File: config.mk
export PLATFORM = sky130hd
export DESIGN_NAME = intersection_scheduler
export DESIGN_NICKNAME = d
export VERILOG_FILES = /design/src/rtl/intersection_scheduler_pkg.sv /design/src/rtl/intersection_scheduler_phase_timer.sv /design/src/rtl/intersection_scheduler.sv
export SDC_FILE = /design/constraint.sdc
export NUM_CORES = 1
export LEC_CHECK = 0
export CAP_MARGIN = 40
export CORE_MARGIN = 2
export CORE_UTILIZATION = 45
export CTS_CLUSTER_DIAMETER = 80
export DETAILED_ROUTE_END_ITERATION = 16
export GPL_ROUTABILITY_DRIVEN = 0
export PLACE_DENSITY = 0.69
export SLEW_MARGIN = 30
export SYNTH_ARGS = -nofsm -noshare
export SYNTH_HDL_FRONTEND = slang
export SYNTH_HIERARCHICAL = 1
export SYNTH_SLANG_ARGS = --single-unit
export TNS_END_PERCENT = 100
File: constraint.sdc
create_clock -name clk -period 3.95 [get_ports clk]
set_clock_uncertainty 0.1 [all_clocks]
set_input_delay 0.9875 -clock clk [delete_from_list [all_inputs] [get_ports clk]]
set_output_delay 0.9875 -clock clk [all_outputs]
set_load 0.01 [all_outputs]
File: src/rtl/intersection_scheduler_pkg.sv
`default_nettype none
// ------------------------------------------------------------------
// intersection_scheduler_pkg : phase codes, lamp/mode codes, decode helper
// Rev 1.0
// ------------------------------------------------------------------
package intersection_scheduler_pkg;

   typedef enum logic [2:0] {
      ST_CLR_V = 3'd0,
      ST_V_GRN = 3'd1,
      ST_V_YEL = 3'd2,
      ST_CLR_B = 3'd3,
      ST_B_GRN = 3'd4,
      ST_B_YEL = 3'd5,
      ST_FLASH = 3'd6,
      ST_HOLD  = 3'd7
   } state_t;

   localparam logic [2:0] c_RED = 3'b100;
   localparam logic [2:0] c_YEL = 3'b010;
   localparam logic [2:0] c_GRN = 3'b001;
   localparam logic [2:0] c_OFF = 3'b000;

   localparam logic [1:0] c_MODE_FLASH = 2'b01;
   localparam logic [1:0] c_MODE_HOLD  = 2'b10;

   function automatic logic is_normal(input logic [1:0] mode);
      return (mode == 2'b00) || (mode == 2'b11);
   endfunction

   // Lamp pattern for one approach; side_b selects which approach is decoded.
   function automatic logic [2:0] light_of(input state_t s, input logic side_b,
                                           input logic flash_on);
      logic [2:0] l;
      l = c_RED;
      if (s == ST_FLASH)
         l = flash_on ? c_YEL : c_OFF;
      else if (!side_b && s == ST_V_GRN)
         l = c_GRN;
      else if (!side_b && s == ST_V_YEL)
         l = c_YEL;
      else if (side_b && s == ST_B_GRN)
         l = c_GRN;
      else if (side_b && s == ST_B_YEL)
         l = c_YEL;
      return l;
   endfunction

endpackage
`default_nettype wire

File: src/rtl/intersection_scheduler_phase_timer.sv
`default_nettype none
// ------------------------------------------------------------------
// intersection_scheduler_phase_timer : tick-enabled saturating phase counter
// Rev 1.0
// ------------------------------------------------------------------
module intersection_scheduler_phase_timer #(
   parameter int CNT_W = 4,
   parameter int SAT   = 11
) (
   input  logic             clk,
   input  logic             rst,
   input  logic             i_clr,
   input  logic             i_tick,
   input  logic [CNT_W-1:0] i_cmp,
   output logic [CNT_W-1:0] o_count,
   output logic             o_done
);

   localparam logic [CNT_W-1:0] c_SAT = CNT_W'(SAT);

   logic [CNT_W-1:0] r_count;

   // Clear has priority so a state change always starts the new phase at zero.
   always_ff @(posedge clk or posedge rst) begin
      if (rst)
         r_count <= '0;
      else if (i_clr)
         r_count <= '0;
      else if (i_tick && (r_count != c_SAT))
         r_count <= r_count + CNT_W'(1);
   end

   assign o_count = r_count;
   assign o_done  = (r_count == i_cmp);

endmodule
`default_nettype wire

File: src/rtl/intersection_scheduler.sv
`default_nettype none
// ------------------------------------------------------------------
// intersection_scheduler : timed two-approach (V/B) traffic-light sequencer
// Rev 1.0
// ------------------------------------------------------------------
module intersection_scheduler
   import intersection_scheduler_pkg::*;
#(
   parameter int GREEN_MIN = 4,
   parameter int GREEN_MAX = 12,
   parameter int YELLOW_T  = 3,
   parameter int ALLRED_T  = 2,
   parameter int CNT_W     = 4
) (
   input  logic       clk,
   input  logic       rst,
   input  logic       i_tick,
   input  logic       i_req_v,
   input  logic       i_req_b,
   input  logic [1:0] i_mode,
   output logic [2:0] o_light_v,
   output logic [2:0] o_light_b,
   output logic [2:0] o_phase,
   output logic       o_pend_v,
   output logic       o_pend_b
);

   localparam logic [CNT_W-1:0] c_GMIN = CNT_W'(GREEN_MIN - 1);
   localparam logic [CNT_W-1:0] c_YCMP = CNT_W'(YELLOW_T - 1);
   localparam logic [CNT_W-1:0] c_ACMP = CNT_W'(ALLRED_T - 1);

   state_t           r_state;
   state_t           w_next;
   state_t           w_divert;
   logic             r_pend_v;
   logic             r_pend_b;
   logic             r_flash;
   logic             w_flash_nxt;
   logic [2:0]       r_light_v;
   logic [2:0]       r_light_b;
   logic [CNT_W-1:0] w_count;
   logic [CNT_W-1:0] w_cmp;
   logic             w_done;
   logic             w_clr;
   logic             w_normal;

   assign w_normal = is_normal(i_mode);
   assign w_divert = (i_mode == c_MODE_FLASH) ? ST_FLASH : ST_HOLD;
   assign w_cmp    = (r_state == ST_V_YEL || r_state == ST_B_YEL) ? c_YCMP : c_ACMP;
   assign w_clr    = (w_next != r_state);

   intersection_scheduler_phase_timer #(
      .CNT_W (CNT_W),
      .SAT   (GREEN_MAX - 1)
   ) u_phase_timer (
      .clk     (clk),
      .rst     (rst),
      .i_clr   (w_clr),
      .i_tick  (i_tick),
      .i_cmp   (w_cmp),
      .o_count (w_count),
      .o_done  (w_done)
   );

   // Every transition is gated by tick; a pending diversion is taken at the end of clearance.
   always_comb begin
      w_next = r_state;
      if (i_tick) begin
         case (r_state)
            ST_CLR_V: if (w_done) w_next = w_normal ? ST_V_GRN : w_divert;
            ST_V_GRN: if (!w_normal || (r_pend_b && w_count >= c_GMIN)) w_next = ST_V_YEL;
            ST_V_YEL: if (w_done) w_next = ST_CLR_B;
            ST_CLR_B: if (w_done) w_next = w_normal ? ST_B_GRN : w_divert;
            ST_B_GRN: if (!w_normal || (r_pend_v && w_count >= c_GMIN)) w_next = ST_B_YEL;
            ST_B_YEL: if (w_done) w_next = ST_CLR_V;
            ST_FLASH: begin
               if (w_normal)                  w_next = ST_CLR_V;
               else if (i_mode == c_MODE_HOLD) w_next = ST_HOLD;
            end
            ST_HOLD: begin
               if (w_normal)                   w_next = ST_CLR_V;
               else if (i_mode == c_MODE_FLASH) w_next = ST_FLASH;
            end
            default: w_next = ST_CLR_V;
         endcase
      end
   end

   assign w_flash_nxt = (r_state != ST_FLASH) ? 1'b1 : (r_flash ^ i_tick);

   always_ff @(posedge clk or posedge rst) begin
      if (rst) begin
         r_state   <= ST_CLR_V;
         r_pend_v  <= 1'b0;
         r_pend_b  <= 1'b0;
         r_flash   <= 1'b0;
         r_light_v <= c_RED;
         r_light_b <= c_RED;
      end else begin
         r_state   <= w_next;
         r_flash   <= w_flash_nxt;
         r_light_v <= light_of(w_next, 1'b0, w_flash_nxt);
         r_light_b <= light_of(w_next, 1'b1, w_flash_nxt);
         // Green entry clears the latch even if the request is still asserted.
         r_pend_v  <= (w_next == ST_V_GRN && r_state != ST_V_GRN) ? 1'b0 : (r_pend_v | i_req_v);
         r_pend_b  <= (w_next == ST_B_GRN && r_state != ST_B_GRN) ? 1'b0 : (r_pend_b | i_req_b);
      end
   end

   assign o_light_v = r_light_v;
   assign o_light_b = r_light_b;
   assign o_phase   = r_state;
   assign o_pend_v  = r_pend_v;
   assign o_pend_b  = r_pend_b;

endmodule
`default_nettype wire

After elaboration in Yosys (flattened, before gate mapping)
Index checks and enable logic that the tools add are counted.
{ "op_classes": {"bitwise_logic": 3, "order_cmp": 1, "reduce_logical": 13, "addsub": 1, "n_eq_ne": 21, "n_mux": 28} }
{ "ops": {"columns": ["operator", "n"], "rows": [
  ["3-bit two-way mux", 18],
  ["3-bit one-hot mux with 8 select lines", 1],
  ["3-bit == test, second input constant", 7],
  ["3-bit by 2-bit == test with 1-bit output, second input constant", 3],
  ["4-bit two-way mux", 2],
  ["3-bit by 1-bit == test with 1-bit output, second input constant", 2],
  ["2-bit two-way mux", 3],
  ["3-bit != test, second input constant", 2],
  ["1-bit logical AND", 5],
  ["4-bit by 1-bit adder with 4-bit output, second input constant", 1],
  ["2-bit == test, second input constant", 2],
  ["4-bit by 2-bit == test with 1-bit output", 1],
  ["4-bit by 2-bit >= comparator with 1-bit output, second input constant", 1],
  ["1-bit logical OR", 4],
  ["1-bit two-way mux", 4],
  ["4-bit != test, second input constant", 1],
  ["3-bit logical NOT", 1],
  ["3-bit by 1-bit != test with 1-bit output, second input constant", 1],
  ["3-bit != test", 1],
  ["2-bit by 1-bit == test with 1-bit output, second input constant", 1],
  ["2-bit logical NOT", 1],
  ["1-bit bitwise OR", 2],
  ["2-bit nonzero test", 1],
  ["1-bit logical NOT", 1],
  ["1-bit bitwise XOR", 1]
]} }
{ "word_totals": {"input_bits": 7, "out_inout_bits": 11, "wordCells": 74, "regBits": 16} }

Logic depth before layout (Yosys ltp)
{ "logic_depth": {"word_depth": 11, "depth_mapped": 12, "mapped_depth_nobuf": 12} }

Modules after synthesis
Netlist, hierarchy kept.
{ "modules_own_cells": {"columns": ["mod", "cells_each", "seq_area_each_um2", "area_each_um2", "instances"], "rows": [
  ["intersection_scheduler", 90, 302.8, 854.6, 1],
  ["intersection_scheduler_phase_timer", 26, 100.1, 256.5, 1]
]} }

Least setup slack after synthesis
Ideal clock, no wire load.
{ "synth_timing": {"path_kind": "flip-flop to flip-flop", "from": "reg r_state[0] (netlist: o_phase[0])", "to": "reg r_pend_b (netlist: o_pend_b)", "required_time_ns": 3.724, "t_arrival_ns": 2.891, "setup_time_ns": 0.126, "stages_incl_launch_ff": 12, "setup_slack_ns": 0.833, "cell_sequence": "dfrtp_1 -> nor2b_1 -> nand2_1 -> o21ai_0 -> inv_1 -> xor2_1 -> nor4_1 -> and2_2 -> a21oi_1 -> a221oi_4 -> or2b_1 -> o32a_1"} }
{ "synth_via": {"elab_chain_cells": 10} }
{ "synth_lines": {"columns": ["item", "line_no", "text"], "rows": [
  ["from (decl)", "intersection_scheduler.sv:32", "state_t r_state;"],
  ["from (signal assigned)", "intersection_scheduler.sv:100", "r_state <= w_next;"],
  ["3-bit by 2-bit == test with 1-bit output / 3-bit == test (equally long branches)", "intersection_scheduler.sv:49", "assign w_cmp = (r_state == ST_V_YEL || r_state == ST_B_YEL) ? c_YCMP : c_ACMP;"],
  ["1-bit logical OR (*)", "intersection_scheduler.sv:49", null],
  ["2-bit two-way mux (*)", "intersection_scheduler.sv:49", null],
  ["net w_cmp[1]", "intersection_scheduler.sv:42", "logic [CNT_W-1:0] w_cmp;"],
  ["4-bit by 2-bit == test with 1-bit output (*)", "intersection_scheduler_phase_timer.sv:34", "assign o_done = (r_count == i_cmp);"],
  ["net w_done", "intersection_scheduler.sv:43", "logic w_done;"],
  ["3-bit two-way mux (on tied branches)", null, null],
  ["3-bit one-hot mux with 8 select lines (*)", "intersection_scheduler.sv:69", "case (r_state)"],
  ["3-bit two-way mux (*)", "intersection_scheduler.sv:68", "if (i_tick) begin"],
  ["net w_next[2]", "intersection_scheduler.sv:33", "state_t w_next;"],
  ["3-bit == test (*)", "intersection_scheduler.sv:106", "r_pend_b <= (w_next == ST_B_GRN && r_state != ST_B_GRN) ? 1'b0 : (r_pend_b | i_req_b);"],
  ["1-bit logical AND (*)", "intersection_scheduler.sv:106", null],
  ["1-bit two-way mux (*)", "intersection_scheduler.sv:106", null],
  ["to (signal assigned)", "intersection_scheduler.sv:106", null],
  ["to (decl)", "intersection_scheduler.sv:36", "logic r_pend_b;"]
]} }
Mark *: on every way through the listed nets, which the timed path passes. The rest lies on a longest branch.
A chain may end at the register's enable or synchronous reset.

Final worst setup path
{ "layout_timing": {"from": "in i_mode[0]", "to": "reg r_pend_b (netlist: o_pend_b)"} }
{ "layout_via": {"elab_chain_cells": 10} }
{ "layout_lines": {"columns": ["item", "line_no", "text"], "rows": [
  ["from (decl)", "intersection_scheduler.sv:20", "input logic [1:0] i_mode,"],
  ["2-bit == test / 2-bit logical NOT (equally long branches)", "intersection_scheduler_pkg.sv:28", "return (mode == 2'b00) || (mode == 2'b11);"],
  ["1-bit logical OR", "intersection_scheduler_pkg.sv:28", null],
  ["1-bit logical NOT", "intersection_scheduler.sv:71, intersection_scheduler.sv:74", null],
  ["1-bit logical OR (on tied branches)", "intersection_scheduler.sv:74, intersection_scheduler.sv:71", null],
  ["3-bit two-way mux (on tied branches)", "intersection_scheduler.sv:74, intersection_scheduler.sv:71", null],
  ["3-bit one-hot mux with 8 select lines (*)", "intersection_scheduler.sv:69", null],
  ["3-bit two-way mux (*)", "intersection_scheduler.sv:68", null],
  ["net w_next[1]", "intersection_scheduler.sv:33", null],
  ["3-bit == test (*)", "intersection_scheduler.sv:106", null],
  ["1-bit logical AND (*)", "intersection_scheduler.sv:106", null],
  ["1-bit two-way mux (*)", "intersection_scheduler.sv:106", null]
]} }
Marks and branches as above.

==> results.txt <==
Status -> complete, no violations
Worst setup path class -> in2reg
Max Slew Vio Count -> 0
Synth async-reset ratio -> 1.00
CTS resizes -> 0
WP data required -> 4.02 ns
Crit path DAT -> 3.23 ns
Tot GR Track Use -> 0.177
Synthesized area per cell -> 9.58 um^2
FILL cells -> 210
Die H -> 53.7 um
Post-Syn Instances -> 116
Die area -> 0.00288 mm^2
Synth Flop Type -> dfrtp_1
Reg clk slew, reported paths -> 0.08 ns
Layout Nets -> 148
Cts bufs inserted -> 3
Max_cap viols -> 0
Die W -> 53.7 um
Post-route cell area -> 0.00132 mm^2
Core box area -> 0.00241 mm^2
Number of antenna violations at the first check in global routing -> 0
RSZ-0062 raised after global routing -> false
Port bufs -> 17
Largest net degree at the start of global routing -> 15
WL met3 -> 98 um
Seq/Total Area, Yosys -> 0.363
Grt total ovfl -> 0
Yosys cell types -> 46
Number of global-route vias before repair -> 806
N_diodes -> 0
Drt wl/cell -> 13.4 um
CP max FO -> 9
Pwr/cell area -> 476 mW/mm^2
Initial DRC count -> 10
Detailed placement HPWL -> 1720 um
Root Buffer -> clkbuf_4
FMAX -> 316 MHz
Clk_lat worst skew -> 0.28 ns
Top layer in use -> met4
# IOs -> 18
Drt first pass iters -> 4
Area Overhead vs Synth -> 18.8%
Ys Warns -> 6
# hold bufs at CTS -> 0
Post-synth EDFFs -> 0
Initial Util -> 0.461
Syn Std Cell Area -> 0.00111 mm^2
Clk buf depth -> 2
Reg2reg setup slack -> 0.85 ns
Maximum VDD drop -> 0.000370 V
Total wire length -> 2220 um
CTS H-tree depth -> 1
Met2 Wirelength -> 1070 um
Placed cell count -> 161
Wl on met1 -> 1020 um
LEAKAGE -> 0.000561 uW
Cell row count -> 18
Endpoint type of the worst setup path -> register
TNS Setup -> 0 ns
TritonCTS Sinks -> 16
Final period util -> 0.800
Post-CTS Setup Bufs -> 0
Final Instance Count excl. Fillers -> 165
First-pass GRT wire length -> 3630 um
Final setup fails -> 0
Startpoint types -> input port
Vias -> 873
Final Hold Vio Count -> 0
Min-delay worst type -> reg2reg
# DRC -> 0
Yosys reg bits -> 16
Tmin final -> 3.16 ns
Drt via density -> 5.29
Post-DRT Antenna Nets -> 0
Post-placement cell area -> 0.00129 mm^2
Fin Hold WS -> 0.462 ns
CTS tree -> done
Fraction of layout instances using a drive strength above 1 -> 0.119
[path summary, 6_finish.rpt]
kind	startpoint	to	cells after the start
setup / recovery	i_mode[0]	o_pend_b$_DFF_PP0_	8
hold / removal	o_pend_v$_DFF_PP0_	o_pend_v$_DFF_PP0_	2
hold reg to reg	o_pend_v$_DFF_PP0_	o_pend_v$_DFF_PP0_	2
max in group asynchronous	rst	o_light_v[2]$_DFF_PP1_	2
min in group asynchronous	rst	u_phase_timer/o_count[2]$_DFFE_PP0P_	2
setup reg to reg	o_phase[0]$_DFF_PP0_	o_pend_b$_DFF_PP0_	12
[cell families (layout without fill, tap and decap cells)]
logic type,count (synthesis),after routing,share of synthesized area
AOI/OAI and AO/OA,24,24,0.182
xor gates and xnor gates,6,6,0.0473
adders and majority gates,5,5,0.0563
buffers and inverters,15,33,0.0766
DFF,16,16,0.363
muxes,6,6,0.0586
other,1,2,0.00338
and+or+nand+nor,43,43,0.213
[flip-flops by register name (all words and copies together), names as in the netlist]
name,count
o_light_b,3
o_light_v,3
o_pend_b,1
o_pend_v,1
o_phase,3
r_flash,1
u_phase_timer/o_count,4
[stage by stage]
step	utilization	power [uW]	setup slack [ns]
floorplan	-	469	0.833
global placement	0.537	540	0.528
detailed placement	0.537	548	0.473
CTS	0.548	636	0.776
global route	0.548	683	0.645
finish	0.548	628	0.790
[cell usage in the layout, fill, tap and decap left out, types with 5 or more instances in the layout]
master / synthesis / final
clkdlybuf4s50_1: 0 / 17
dfrtp_1: 14 / 14
inv_1: 9 / 9
nor2_1: 9 / 9
nand2b_1: 7 / 7
nand2_1: 6 / 6
xor2_1: 6 / 6
a21oi_1: 5 / 5
mux2i_1: 5 / 5
ha_1: 5 / 5
[cells in the mapped netlist (2+ instances only)]
cell type	number	area, um^2
a21oi_1	5	25.0
a22o_1	2	17.5
and2_1	2	12.5
and3_1	2	12.5
buf_2	2	10.0
buf_6	3	33.8
dfrtp_1	14	350
dfstp_2	2	52.6
ha_1	5	62.6
inv_1	9	33.8
mux2i_1	5	50.1
nand2_1	6	22.5
nand2b_1	7	43.8
nor2_1	9	33.8
nor2b_1	3	18.8
nor3_1	2	10.0
nor3b_1	3	22.5
o21ai_0	2	10.0
xor2_1	6	52.6
[cell type report]
cell class,count,area (um^2),share of cell area
multi-input cells,86,627,0.475
repair buffers,20,193,0.146
well taps,30,37.5,0.0284
flip-flops and latches,16,403,0.305
clock buffers,4,26.3,0.0199
inverters,9,33.8,0.0256
[worst max-delay path: stages]
cell	delay (ns)
clkdlybuf4s50_1	0.50
inv_1	0.07
ha_1	0.49
inv_1	0.10
o2111ai_1	0.25
o211ai_2	0.23
or2b_1	0.31
o32a_1	0.29
[metal layers]
layer  vias up  track usage
li1        441            -
met1       410        0.221
met2        18        0.297
met3         4       0.0250
met4         0       0.0897
met5         -            0
[power breakdown]
| group | switching (uW) | internal, uW | leakage (uW) |
|---|---|---|---|
| combinational | 146 | 150 | 0.000362 |
| sequential | 41.5 | 202 | 0.000184 |
| clock | 48.7 | 39.2 | 0.0000150 |
(Power assumes the default switching activity.)
